<file path="src/rtl/fact_pkg.sv">
// Shared definitions for the factorial sequencer: FSM states, ALU opcodes,
// register-file indices and the largest operand whose factorial fits 32 bits.
// Latency: n/a (definitions only). Backpressure: n/a.
package fact_pkg;

    typedef enum logic [2:0] {
        IDLE     = 3'd0,
        LOAD_N   = 3'd1,
        LOAD_ACC = 3'd2,
        CHECK    = 3'd3,
        MUL      = 3'd4,
        DEC      = 3'd5,
        DONE     = 3'd6
    } state_t;

    localparam logic [2:0] OP_SUB  = 3'b001;
    localparam logic [2:0] OP_MUL  = 3'b010;
    localparam logic [2:0] OP_PASS = 3'b011;

    // R0 holds the down-counter, R1 the running product.
    localparam logic [1:0] R0 = 2'b00;
    localparam logic [1:0] R1 = 2'b01;

    localparam int MAX_N = 12;

endpackage

</file>
<file path="src/rtl/fact_ctrl_decode.sv">
// Purpose: combinational state-to-control decode for the factorial sequencer.
// Latency: zero cycles (pure combinational). Backpressure: none; follows state.
// Ports: state/n_val in; regfile addresses, write controls, ALU opcode and immediate out.
module fact_ctrl_decode
    import fact_pkg::*;
#(
    parameter int DATA_W = 32,
    parameter int N_W    = 8
) (
    input  state_t            state,
    input  logic [N_W-1:0]    n_val,
    output logic              write_en,
    output logic              wd_selec,
    output logic              read_imm,
    output logic [1:0]        read_add1,
    output logic [1:0]        read_add2,
    output logic [1:0]        write_add,
    output logic [2:0]        operation,
    output logic [DATA_W-1:0] imm
);

    always_comb begin
        // Everything idles at zero; each state only raises what it needs.
        write_en  = 1'b0;
        wd_selec  = 1'b0;
        read_imm  = 1'b0;
        read_add1 = 2'b00;
        read_add2 = 2'b00;
        write_add = 2'b00;
        operation = 3'b000;
        imm       = '0;

        case (state)
            LOAD_N: begin
                write_en  = 1'b1;
                write_add = R0;
                wd_selec  = 1'b1;
                imm       = DATA_W'(n_val);
            end
            LOAD_ACC: begin
                write_en  = 1'b1;
                write_add = R1;
                wd_selec  = 1'b1;
                imm       = DATA_W'(1);
            end
            CHECK: begin
                // Pass the counter through the ALU so is_zero reflects it.
                read_add1 = R0;
                operation = OP_PASS;
            end
            MUL: begin
                read_add1 = R0;
                read_add2 = R1;
                operation = OP_MUL;
                write_en  = 1'b1;
                write_add = R1;
            end
            DEC: begin
                read_add1 = R0;
                read_imm  = 1'b1;
                imm       = DATA_W'(1);
                operation = OP_SUB;
                write_en  = 1'b1;
                write_add = R0;
            end
            DONE: begin
                read_add1 = R1;
                operation = OP_PASS;
            end
            default: ;
        endcase
    end

endmodule

</file>
<file path="src/rtl/fact_sequencer.sv">
// Purpose: FSM sequencing an external regfile+ALU datapath to compute n_in! (mod 2^DATA_W).
// Latency: done pulses 3n+4 cycles after the edge that accepts start.
// Backpressure: start is only accepted in IDLE; requests while busy are dropped.
// Ports: clk/rst_n; start/n_in request; is_zero/result from datapath;
//        datapath controls out; busy/done/fact_out/ovf status.
module fact_sequencer
    import fact_pkg::*;
#(
    parameter int DATA_W = 32,
    parameter int N_W    = 8
) (
    input  logic              clk,
    input  logic              rst_n,
    input  logic              start,
    input  logic [N_W-1:0]    n_in,
    input  logic              is_zero,
    input  logic [DATA_W-1:0] result,
    output logic              write_en,
    output logic              wd_selec,
    output logic              read_imm,
    output logic [1:0]        read_add1,
    output logic [1:0]        read_add2,
    output logic [1:0]        write_add,
    output logic [2:0]        operation,
    output logic [DATA_W-1:0] imm,
    output logic              busy,
    output logic              done,
    output logic [DATA_W-1:0] fact_out,
    output logic              ovf
);

    localparam logic [N_W-1:0] MAX_N_W = N_W'(MAX_N);

    state_t         state;
    state_t         state_next;
    // Operand snapshot so n_in may change freely once a run is under way.
    logic [N_W-1:0] n_reg;
    logic           accept;

    assign accept = (state == IDLE) && start;
    assign busy   = (state != IDLE);

    always_ff @(posedge clk or negedge rst_n) begin
        if (!rst_n) begin
            state <= IDLE;
        end else begin
            state <= state_next;
        end
    end

    always_comb begin
        state_next = state;
        case (state)
            IDLE:     if (start) state_next = LOAD_N;
            LOAD_N:   state_next = LOAD_ACC;
            LOAD_ACC: state_next = CHECK;
            CHECK:    state_next = is_zero ? DONE : MUL;
            MUL:      state_next = DEC;
            DEC:      state_next = CHECK;
            DONE:     state_next = IDLE;
            default:  state_next = IDLE;
        endcase
    end

    always_ff @(posedge clk or negedge rst_n) begin
        if (!rst_n) begin
            n_reg    <= '0;
            ovf      <= 1'b0;
            done     <= 1'b0;
            fact_out <= '0;
        end else begin
            done <= (state == DONE);
            if (state == DONE) begin
                fact_out <= result;
            end
            if (accept) begin
                n_reg <= n_in;
                ovf   <= (n_in > MAX_N_W);
            end
        end
    end

    fact_ctrl_decode #(
        .DATA_W (DATA_W),
        .N_W    (N_W)
    ) u_decode (
        .state     (state),
        .n_val     (n_reg),
        .write_en  (write_en),
        .wd_selec  (wd_selec),
        .read_imm  (read_imm),
        .read_add1 (read_add1),
        .read_add2 (read_add2),
        .write_add (write_add),
        .operation (operation),
        .imm       (imm)
    );

endmodule

</file>
<file path="config.mk">
export PLATFORM = sky130hd
export DESIGN_NAME = fact_sequencer
export DESIGN_NICKNAME = d
export VERILOG_FILES = /design/src/rtl/fact_pkg.sv /design/src/rtl/fact_ctrl_decode.sv /design/src/rtl/fact_sequencer.sv
export SDC_FILE = /design/constraint.sdc
export NUM_CORES = 1
export LEC_CHECK = 0
export ABC_CLOCK_PERIOD_IN_PS = 3520
export BUFFER_PORTS_ARGS = -buffer_cell sky130_fd_sc_hd__buf_2
export CAP_MARGIN = 20
export CORE_UTILIZATION = 39
export DETAILED_ROUTE_END_ITERATION = 10
export PLACE_DENSITY = 0.75
export SETUP_SLACK_MARGIN = 0.05
export SYNTH_ARGS = -nofsm -noshare
export SYNTH_HDL_FRONTEND = slang
export SYNTH_SLANG_ARGS = --single-unit
</file>
<file path="constraint.sdc">
create_clock -name clk -period 3.52 [get_ports clk]
set_input_delay 0.352 -clock clk [delete_from_list [all_inputs] [get_ports clk]]
set_output_delay 0.352 -clock clk [all_outputs]
set_load 0.02 [all_outputs]
</file>
Word level (Yosys, flattened, before mapping)
Cells that the tools add are included.

word-level totals
  register bits after elaboration = 45
  bits in latches = 0
  RAM bits = 0
  memory bits (read-only) = 0
  output and inout bits = 79
  logic and storage cells = 32
  memories = 0

operators by class
  add/sub/neg operators = 0
  $mul = 0
  div/mod/pow operators = 0
  order comparisons = 1
  equal/unequal tests = 7
  shifts and indexed selects = 0
  muxes and demuxes = 11
  bitwise operators = 0
  reduce and logical (&&, ||, !) cells = 8

operator list
  kind                number
  $pmux 8 s2          1
  $pmux 3 s5          1
  $eq 3x3->1 const B  3
  $gt 8x4->1 const B  1
  $reduce_or 2->1     4
  $eq 3x2->1 const B  2
  $mux 1              6
  $pmux 2 s3          1
  $reduce_or 4->1     1
  $eq 3x1->1 const B  1
  $logic_not 3->1     1
  $mux 3              1
  $reduce_bool 3->1   1
  $mux 2              1
  $ne 2x2->1 const B  1
  $logic_and 1x1->1   1

Logic depth before layout (Yosys ltp)
Gate-level depths: netlist (run 1).

  word-level depth = 3
  gate-level depth with buffers = 4
  depth with buffers taken out = 3

Modules after synthesis
From an unflattened synthesis (run 1), not the netlist that was laid out.

unflattened totals
  cells, all modules = 163
  area total of the unflattened synthesis = 2099.5 um2

modules (own cells, without submodules)
  module            instances  cells an instance  area each (um2)
  fact_sequencer    1          106                1715.4
  fact_ctrl_decode  1          57                 384.1

Least setup slack after synthesis (run 1)
OpenSTA, ideal clock, no wires.

  kind = register -> output
  start point = reg state[2]
  end point = out write_add[0]
  data arrival time = 1242 ps
  setup slack = 1926 ps
  cell stages (with the launch flop) = 4
  buffers on the path = 1
  cells stage by stage = dfrtp_1 clkbuf_1 xor2_1 nor2b_1

on the way
  word-level cells in the longest chain between the ends = 3
  elaborated cells on any way between the ends = 4
  classes of those cells = eq/ne: 2; mux: 1; reduce/logical: 1

ends and longest elaborated chain
  element                                          line                    RTL
  from (decl)                                      fact_sequencer.sv:34    state_t state;
  from (signal assigned)                           fact_sequencer.sv:47    state <= state_next;
  $eq 3x3->1 / $eq 3x2->1 (equally long branches)  fact_ctrl_decode.sv:33  case (state)
  $reduce_or 2->1 (no line) *                      --
  $mux 1 *                                         fact_ctrl_decode.sv:33
  to (decl)                                        fact_sequencer.sv:23    output logic [1:0] write_add,

Every way passes the cells marked *; elsewhere a longest branch is shown, timed or not.

Final worst setup path (run 1)
  start point = reg state[1]
  end point = out operation[0]

on the way
  word-level cells in the longest chain between the ends = 3
  elaborated cells on any way between the ends = 6
  classes of those cells = eq/ne: 4; mux: 1; reduce/logical: 1

ends and longest elaborated chain
  element                                          line                    RTL
  $eq 3x3->1 / $eq 3x2->1 (equally long branches)  fact_ctrl_decode.sv:33
  $reduce_or 2->1 (no line)                        --
  $pmux 2 s3 *                                     fact_ctrl_decode.sv:33
  to (decl)                                        fact_sequencer.sv:24    output logic [2:0] operation,

Marks and branches as above.

==> results of run 1 <==
-- logic make-up after synthesis --
family	Yosys count	share of synthesized area [%]
AO/OA/AOI/OAI	9	2.651
other	1	0.1805
buffers and inverters	36	12.11
XOR/XNOR	1	0.4218
flip-flops	45	54.22
AND/OR/NAND/NOR	26	8.253
multiplexers	41	22.17
-- Yosys cell counts --
cell type / instances
dfrtp_1: 45
mux2_2: 40
buf_4: 28
and2_1: 8
buf_2: 3
clkbuf_1: 3
nand2_1: 3
nand2b_1: 3
nor2_1: 3
o21ai_0: 3
nand3b_1: 2
nor2b_1: 2
a21oi_1: 1
a31oi_1: 1
and3b_1: 1
buf_6: 1
conb_1: 1
inv_1: 1
mux2i_1: 1
nor3b_1: 1
nor4_1: 1
nor4b_4: 1
o211ai_1: 1
o21a_1: 1
o21bai_1: 1
o22ai_1: 1
or3_1: 1
xor2_1: 1
-- final cells by class --
type	count	area, sq um
Timing Repair Buffer	96	498.0
Inverter	1	3.754
Sequential cell	45	1126
Clock buffer	8	80.08
Fill cell	478	2511
Tap cell	70	87.58
Multi-Input combinational cell	105	800.8
-- per-stage QoR --
step | setup slack (ns) | cell area [sq um] | total power, uW | util [%] | hold slack [ns]
finish | 1.165 | 2596 | 2463 | 50.83 | -0.01440
CTS | 1.112 | 2576 | 2492 | 50.44 | 0.2483
detailed placement | 1.354 | 2496 | 2172 | 48.87 | 0.4879
floorplan | 1.926 | 2178 | 1815 | - | 0.05641
global placement | 1.411 | 2496 | 2137 | 48.87 | 0.4813
global route | 0.9372 | 2596 | 2628 | 50.83 | 0.0003878
-- power groups by stage --
stage	Combinational [uW]	Clock, uW	Sequential (uW)
6_report	1210	305	952
5_1_grt	1300	336	996
4_1_cts	1220	320	954
3_5_place_dp	1210	0	958
3_3_place_gp	1190	0	945
2_1_floorplan	661	0	1150
-- worst register-to-register path: stages (launching register included) --
cell,delay [ns]
dfrtp_1,0.64
nand3b_1,0.64
buf_4,0.46
mux2_2,0.30
-- layer usage --
layer	GRT usage, %	up-vias	routed length [microns]
met4	6.918	0	53
met2	23.82	82	1932
met1	16.55	675	1533
met5	0	-	0
met3	4.016	5	289
li1	-	668	-
-- how the worst max path moves through the flow --
stage / end
4_1_cts: read_add1[0]
3_5_place_dp: fact_out[2]
3_3_place_gp: fact_out[18]
6_report: operation[0]
5_1_grt: read_add1[0]
2_1_floorplan: write_add[0]
-- placed cells by master (no fill, tap or decap), types with 2 or more instances in the layout --
master | synthesis | layout
nand3b_1 | 2 | 2
nor2b_1 | 2 | 2
clkbuf_1 | 3 | 3
and2_1 | 8 | 8
clkbuf_8 | 0 | 5
dfrtp_1 | 45 | 45
nand2b_1 | 3 | 3
nand2_1 | 3 | 3
nor2_1 | 3 | 3
o21ai_0 | 3 | 3
conb_1 | 1 | 28
buf_2 | 3 | 94
mux2_2 | 40 | 40
==> impl_metrics.py, run 1 <==
metrics = {
    "critical_path": {
        "crit_buf_inv": 1,
        "rr_endpoint": "fact_out[20]",
        "startpoint": "state[1]",
        "required_ns": 3.17,
        "arrival_ns": 2.00,
        "reg2reg_slack_ns": 1.37,
        "reg2reg_from": "state[1]",
        "worstSetupPathType": "reg -> out",
        "path_depth": 3,
        "cp-end-kind": "output pin",
        "worst_path_largest_cell_delay_ns": 0.64,
        "ff2ff_path_depth": 3,
        "start_kind": "flip-flop",
        "cp_cell_sequence": "nand3b_1 -> nand2_1 -> buf_2",
        "crit_path_top_delay_cell": "dfrtp_1",
        "crit_family": "simple AND/OR/NAND/NOR gates",
        "crit_path_max_fanout": 17,
    },
    "run_status": {
        "outcome": "finished with violations",
        "violations": "hold timing",
    },
    "timing": {
        "setup_violations": 0,
        "min_period_ns": 2.355,
        "maxSlewViolCount": 0,
        "finalClockSkew_ns": 0.005391,
        "tightest_slew_ns": 0.7545,
        "rsz0062_at_grt": "no",
        "maxSlewHeadroom_pct": 49.55,
        "max_freq_ghz": 0.4246,
        "tns_ns": 0,
        "fin_crit_sh_pct": 66.90,
        "hold_viol": 17,
        "fin_hold_ws_ns": -0.01440,
    },
    "detailed_routing": {
        "wl_per_cell_microns": 11.72,
        "ant_nets": 0,
        "first_pass_iters": 4,
        "initialDrtViolationCount": 20,
        "routed_via_density": 4.400,
        "via_count": 1430,
        "drc_errors": 0,
        "wl_microns": 3810,
    },
    "clocking": {
        "cts.sinks": 45,
        "cts.hold.buffers_added": 0,
        "path_clk_slew_ns": 0.08,
        "cts_buffers": 5,
        "cts_tree": "yes",
        "clockBufferDepth": 2,
        "ctsResizeCount": 0,
        "h-tree-depth": 2,
        "cts_setup_buffers": 0,
        "clk_latency_ns": 0.29,
        "root_buffer": "clkbuf_8",
    },
    "global_routing": {
        "grt_pass1_vias": 1336,
        "grt_pass1_wl_microns": 5802,
        "grt_usage_pct": 14.12,
        "grt_max_degree": 46,
        "antenna_found_initial": 0,
        "grt_overflow": 0,
    },
    "synthesis": {
        "synth.area.top_cells": "dfrtp_1 54%, mux2_2 22%, buf_4 10%, and2_1 2.4%, nor4b_4 1.1%",
        "syn_area_per_cell_sq_um": 13.06,
        "synth_seq_cells": 45,
        "synth_largest_area_cell": "dfrtp_1",
        "synth_area_sq_mm": 0.002077,
        "ys_warn_count": 0,
        "ys_seq_area_share_pct": 54.22,
        "synth_cell_types": 28,
        "synth_top_area_share_pct": 54.22,
        "syn_inst": 159,
    },
    "floorplanning": {
        "dieHeight_microns": 74.98,
        "dieWidth_microns": 74.98,
        "start_util_pct": 40.67,
        "dieArea_sq_mm": 0.005621,
        "ios": 123,
        "num_rows": 26,
        "coreArea_sq_mm": 0.005107,
    },
    "power_and_ir_drop": {
        "p_switching_uw": 1019,
        "ir_drop_mv": 0.5656,
        "swShare_pct": 41.38,
        "p_comb_share_pct": 49.0,
        "p_per_area_mw_per_mm2": 948.9,
        "leakagePower_uw": 0.001328,
        "internal_power_uw": 1444,
        "seq_power_share_pct": 38.6,
        "p_clk_share_pct": 12.4,
    },
    "placement": {
        "numPortBuffers": 94,
        "gp_congestion": 0.7138,
        "hpwl_microns": 2749,
        "dp_cells": 316,
    },
    "cells_and_area": {
        "drive_above_1_share_pct": 55.69,
        "largest_reg_flops": 32,
        "antennaDiodeCount": 0,
        "nets": 298,
        "fin_cells": 325,
        "syn_to_final_growth_pct": 25.00,
    },
    "worst_hold_path": {
        "worstHoldPathType": "in -> async",
    },
    "flow_run": {
        "maxCapViolCount": 0,
    },
}
(Power assumes the default switching activity.)
==> run 2, diff against run 1 <==
Settings changed: ABC_CLOCK_PERIOD_IN_PS 3520 to 2090, PLACE_DENSITY 0.75 to 0.78.
Clock period 3.52 ns to 2.09 ns, I/O delays scaled along.
==> impl_metrics.py, run 2 (same netlist as run 1, synthesis figures left out) <==
metrics = {
    "detailed_routing": {
        "wl_per_cell_microns": 11.45,
        "drc_errors": 0,
        "routed_via_density": 4.358,
        "first_pass_iters": 3,
        "via_count": 1438,
        "wl_microns": 3778,
        "ant_nets": 0,
        "initialDrtViolationCount": 37,
    },
    "cells_and_area": {
        "final_cell_mix": "94 x buf_2, 44 x dfrtp_1, 40 x mux2_2, 28 x conb_1, 8 x and2_1",
        "largest_reg_flops": 32,
        "final_area_sq_mm": 0.002625,
        "layout_commonest_cell": "buf_2",
        "nets": 303,
        "syn_to_final_growth_pct": 26.39,
        "antennaDiodeCount": 0,
        "drive_above_1_share_pct": 56.54,
    },
    "clocking": {
        "cts.sinks": 45,
        "cts_tree": "yes",
        "h-tree-depth": 2,
        "root_buffer": "clkbuf_8",
        "clk_latency_ns": 0.28,
        "clockBufferDepth": 2,
        "cts_buffers": 5,
        "path_clk_slew_ns": 0.08,
    },
    "critical_path": {
        "arrival_ns": 1.68,
        "cp-end-kind": "output pin",
        "worstSetupPathType": "reg -> out",
        "crit_path_top_delay_cell": "dfrtp_1",
        "cp_cell_sequence": "nand3b_1 -> buf_4 -> inv_1 -> buf_2",
        "crit_path_max_fanout": 25,
        "required_ns": 1.88,
        "startpoint": "state[2]",
        "worst_path_largest_cell_delay_ns": 0.63,
        "start_kind": "flip-flop",
        "reg2reg_from": "state[2]",
    },
    "global_routing": {
        "grt_pass1_wl_microns": 5906,
        "antenna_found_initial": 0,
        "grt_max_degree": 26,
        "grt_overflow": 0,
        "grt_pass1_vias": 1312,
        "grt_usage_pct": 14.10,
    },
    "floorplanning": {
        "start_util_pct": 40.67,
        "num_rows": 26,
        "dieHeight_microns": 74.98,
        "coreArea_sq_mm": 0.005107,
        "dieArea_sq_mm": 0.005621,
        "ios": 123,
        "dieWidth_microns": 74.98,
    },
    "worst_hold_path": {
        "min_from": "result[19]",
        "worstHoldPathType": "in -> reg",
    },
    "placement": {
        "gp_congestion": 0.7522,
        "hpwl_microns": 2838,
        "numPortBuffers": 94,
        "post_dp_cell_area_sq_mm": 0.002534,
    },
    "timing": {
        "tightest_slew_ns": 0.6332,
        "finalClockSkew_ns": 0.003260,
        "maxSlewHeadroom_pct": 57.61,
        "rsz0062_at_grt": "no",
        "maxSlewViolCount": 0,
        "tns_ns": 0,
        "max_freq_ghz": 0.5307,
        "fin_crit_sh_pct": 90.16,
        "min_period_ns": 1.884,
        "hold_viol": 0,
        "setup_violations": 0,
    },
    "power_and_ir_drop": {
        "leakagePower_uw": 0.001346,
        "finalPower_uw": 4150,
        "p_per_area_mw_per_mm2": 1581,
        "ir_drop_mv": 0.7033,
    },
    "run_status": {
        "outcome": "finished, final reports clean",
    },
    "flow_run": {
        "maxCapViolCount": 0,
    },
}
run 2: routing by layer:
| metal | routed length, microns | track usage, % | part of all wire, % | vias up |
|---|---|---|---|---|
| met5 | 0 | 0 | 0 | - |
| met4 | 30 | 4.403 | 0.79 | 0 |
| met3 | 299 | 5.355 | 7.9 | 5 |
| met2 | 1851 | 21.82 | 49 | 68 |
| met1 | 1596 | 18.40 | 42 | 685 |
| li1 | - | - | - | 680 |
run 2: critical path: cells and delay by family (launching register included):
kind | cells | cell delay (ns)
buffers and inverters | 3 | 0.55
and+or+nand+nor | 1 | 0.19
DFF | 1 | 0.63
run 2: cell type report:
cell class,count,area [sq um]
Sequential cell,45,1127
Timing Repair Buffer,101,525.5
Clock buffer,8,80.08
Fill cell,473,2482
Multi-Input combinational cell,105,800.8
Inverter,1,3.754
Tap cell,70,87.58
run 2: through the flow:
| step | utilization, % | setup slack [ns] | cells | hold WS [ns] |
|---|---|---|---|---|
| finish | 51.40 | 0.2057 | 330 | 0.1493 |
| detailed placement | 49.61 | 0.3762 | 321 | 0.2163 |
| CTS | 51.37 | 0.1153 | 330 | 0.1352 |
| global placement | 49.61 | 0.4291 | 321 | 0.2108 |
| global route | 51.40 | 0.06988 | 330 | 0.1297 |
| floorplan | - | 0.6142 | 186 | -0.08659 |
run 2: report_power, final:
part	leakage [uW]	internal [uW]	switching, uW	total [uW]
Sequential	0.000526	1310	264	1580
Clock	0.0000395	238	260	497
Combinational	0.000780	909	1160	2070
run 2: path summary, 6_finish.rpt:
| kind | to | slack [ns] | cells past startpoint |
|---|---|---|---|
| worst max-delay path | read_add1[0] | 0.21 | 4 |
| worst min-delay path | fact_out[19] | 0.15 | 2 |
| worst max register to register | n_reg[3] | 0.41 | 2 |
| worst min register to register | fact_out[4] | 0.50 | 1 |
| max in group asynchronous | state[0] | 1.40 | 3 |
| min in group asynchronous | fact_out[31] | 0.44 | 3 |
run 2: timing repair:
action | in CTS | in global routing
endpoints found under the setup margin | 0 | 1
hold endpoints to repair | 45 | 0
buffers inserted | 0 | 0
resized for setup | 0 | 1
hold buffers | 1 | 0
==> run 3, diff against run 2 <==
==> constraint.sdc (replaced) <==
create_clock -name clk -period 2.09 [get_ports clk]
set_input_delay 0.1045 -clock clk [delete_from_list [all_inputs] [get_ports clk]]
set_output_delay 0.1045 -clock clk [all_outputs]
set_load 0.02 [all_outputs]
==> impl_metrics.py, run 3 (same netlist as run 1, synthesis figures left out) <==
metrics = {
    "timing": {
        "rsz0062_at_grt": "no",
        "finalClockSkew_ns": 0.004961,
        "min_period_ns": 1.773,
        "hold_viol": 0,
        "maxSlewHeadroom_pct": 58.10,
        "tns_ns": 0,
        "fin_crit_sh_pct": 84.82,
        "setup_violations": 0,
        "max_freq_ghz": 0.5641,
        "tightest_slew_ns": 0.6259,
        "maxSlewViolCount": 0,
    },
    "detailed_routing": {
        "wl_per_cell_microns": 11.32,
        "wl_microns": 3723,
        "drc_errors": 0,
        "via_count": 1457,
        "ant_nets": 0,
        "initialDrtViolationCount": 28,
        "routed_via_density": 4.429,
        "first_pass_iters": 4,
    },
    "placement": {
        "numPortBuffers": 94,
        "dp_cells": 320,
        "hpwl_microns": 2798,
        "gp_congestion": 0.7512,
    },
    "clocking": {
        "clk_latency_ns": 0.29,
        "cts_setup_buffers": 0,
        "cts.hold.buffers_added": 1,
        "root_buffer": "clkbuf_8",
        "cts_tree": "yes",
        "cts.sinks": 45,
        "path_clk_slew_ns": 0.08,
        "cts_buffers": 5,
        "clockBufferDepth": 2,
        "h-tree-depth": 2,
        "ctsResizeCount": 0,
    },
    "global_routing": {
        "grt_max_degree": 27,
        "grt_overflow": 0,
        "grt_usage_pct": 14.09,
        "grt_pass1_wl_microns": 5927,
        "grt_pass1_vias": 1360,
        "antenna_found_initial": 0,
    },
    "cells_and_area": {
        "syn_to_final_growth_pct": 26.99,
        "final_cell_mix": "94 x buf_2, 45 x dfrtp_1, 40 x mux2_2, 28 x conb_1, 8 x and2_1",
        "antennaDiodeCount": 0,
        "layout_commonest_cell": "buf_2",
        "drive_above_1_share_pct": 57.14,
        "largest_reg_flops": 32,
        "nets": 302,
        "fin_cells": 329,
    },
    "power_and_ir_drop": {
        "ir_drop_mv": 0.6301,
        "leakagePower_uw": 0.001357,
        "p_per_area_mw_per_mm2": 1601,
    },
    "critical_path": {
        "cp-end-kind": "output pin",
        "arrival_ns": 1.67,
        "crit_path_max_fanout": 20,
        "start_kind": "flip-flop",
        "worstSetupPathType": "reg -> out",
        "required_ns": 1.99,
    },
    "floorplanning": {
        "num_rows": 26,
        "dieArea_sq_mm": 0.005621,
        "start_util_pct": 40.67,
        "coreArea_sq_mm": 0.005107,
        "ios": 123,
        "dieWidth_microns": 74.98,
        "dieHeight_microns": 74.98,
    },
    "worst_hold_path": {
        "worstHoldPathType": "in -> reg",
    },
    "run_status": {
        "outcome": "finished, final reports clean",
    },
    "flow_run": {
        "maxCapViolCount": 0,
    },
}
==> run 3: metal layers <==
layer  vias up  track usage [%]  share of wire [%]
li1        676                -                  -
met1       703            17.99                 44
met3         6            4.552                6.7
met4         0            5.031                1.4
met2        72            22.52                 48
met5         -                0                  0
==> run 3: worst max-delay path, cell delays in order, from the launching register on <==
cell and delay, ns:
dfrtp_1 0.59, nand3b_1 0.22, buf_4 0.30, inv_1 0.09, buf_2 0.17
==> run 3: worst paths after layout <==
path	startpoint	endpoint	slack, ns	cells after the start
worst max-delay path	state[0]	read_add1[0]	0.32	4
worst min-delay path	result[3]	fact_out[3]	0.04	2
worst max register to register	state[0]	n_reg[0]	0.38	2
worst min register to register	n_reg[2]	n_reg[2]	0.50	1
max in group asynchronous	rst_n	fact_out[31]	1.12	3
min in group asynchronous	rst_n	fact_out[13]	0.28	2
==> run 3: final cells by class <==
| cell class | count | area (sq um) |
|---|---|---|
| Clock inverter | 1 | 5.005 |
| Multi-Input combinational cell | 105 | 800.8 |
| Fill cell | 472 | 2470 |
| Timing Repair Buffer | 100 | 518.0 |
| Clock buffer | 7 | 96.34 |
| Tap cell | 70 | 87.58 |
| Sequential cell | 45 | 1126 |
| Inverter | 1 | 3.754 |
==> run 3: per-stage QoR <==
step / setup slack [ns] / utilization, % / area, sq um / hold slack (ns) / total power [uW]
6_report: 0.3173 / 51.64 / 2638 / 0.03717 / 4222
5_1_grt: 0.1556 / 51.64 / 2638 / 0.02030 / 4533
4_1_cts: 0.2909 / 51.64 / 2638 / 0.02740 / 4280
3_5_place_dp: 0.3832 / 49.46 / 2526 / 0.06847 / 3689
3_3_place_gp: 0.4162 / 49.46 / 2526 / 0.06755 / 3623
2_1_floorplan: 0.6142 / - / 2178 / -0.1911 / 3056
==> run 3: report_power, final <==
group	switching, uW	internal [uW]
registers	251	1310
logic	1180	909
clock network	274	299
total	1700	2520
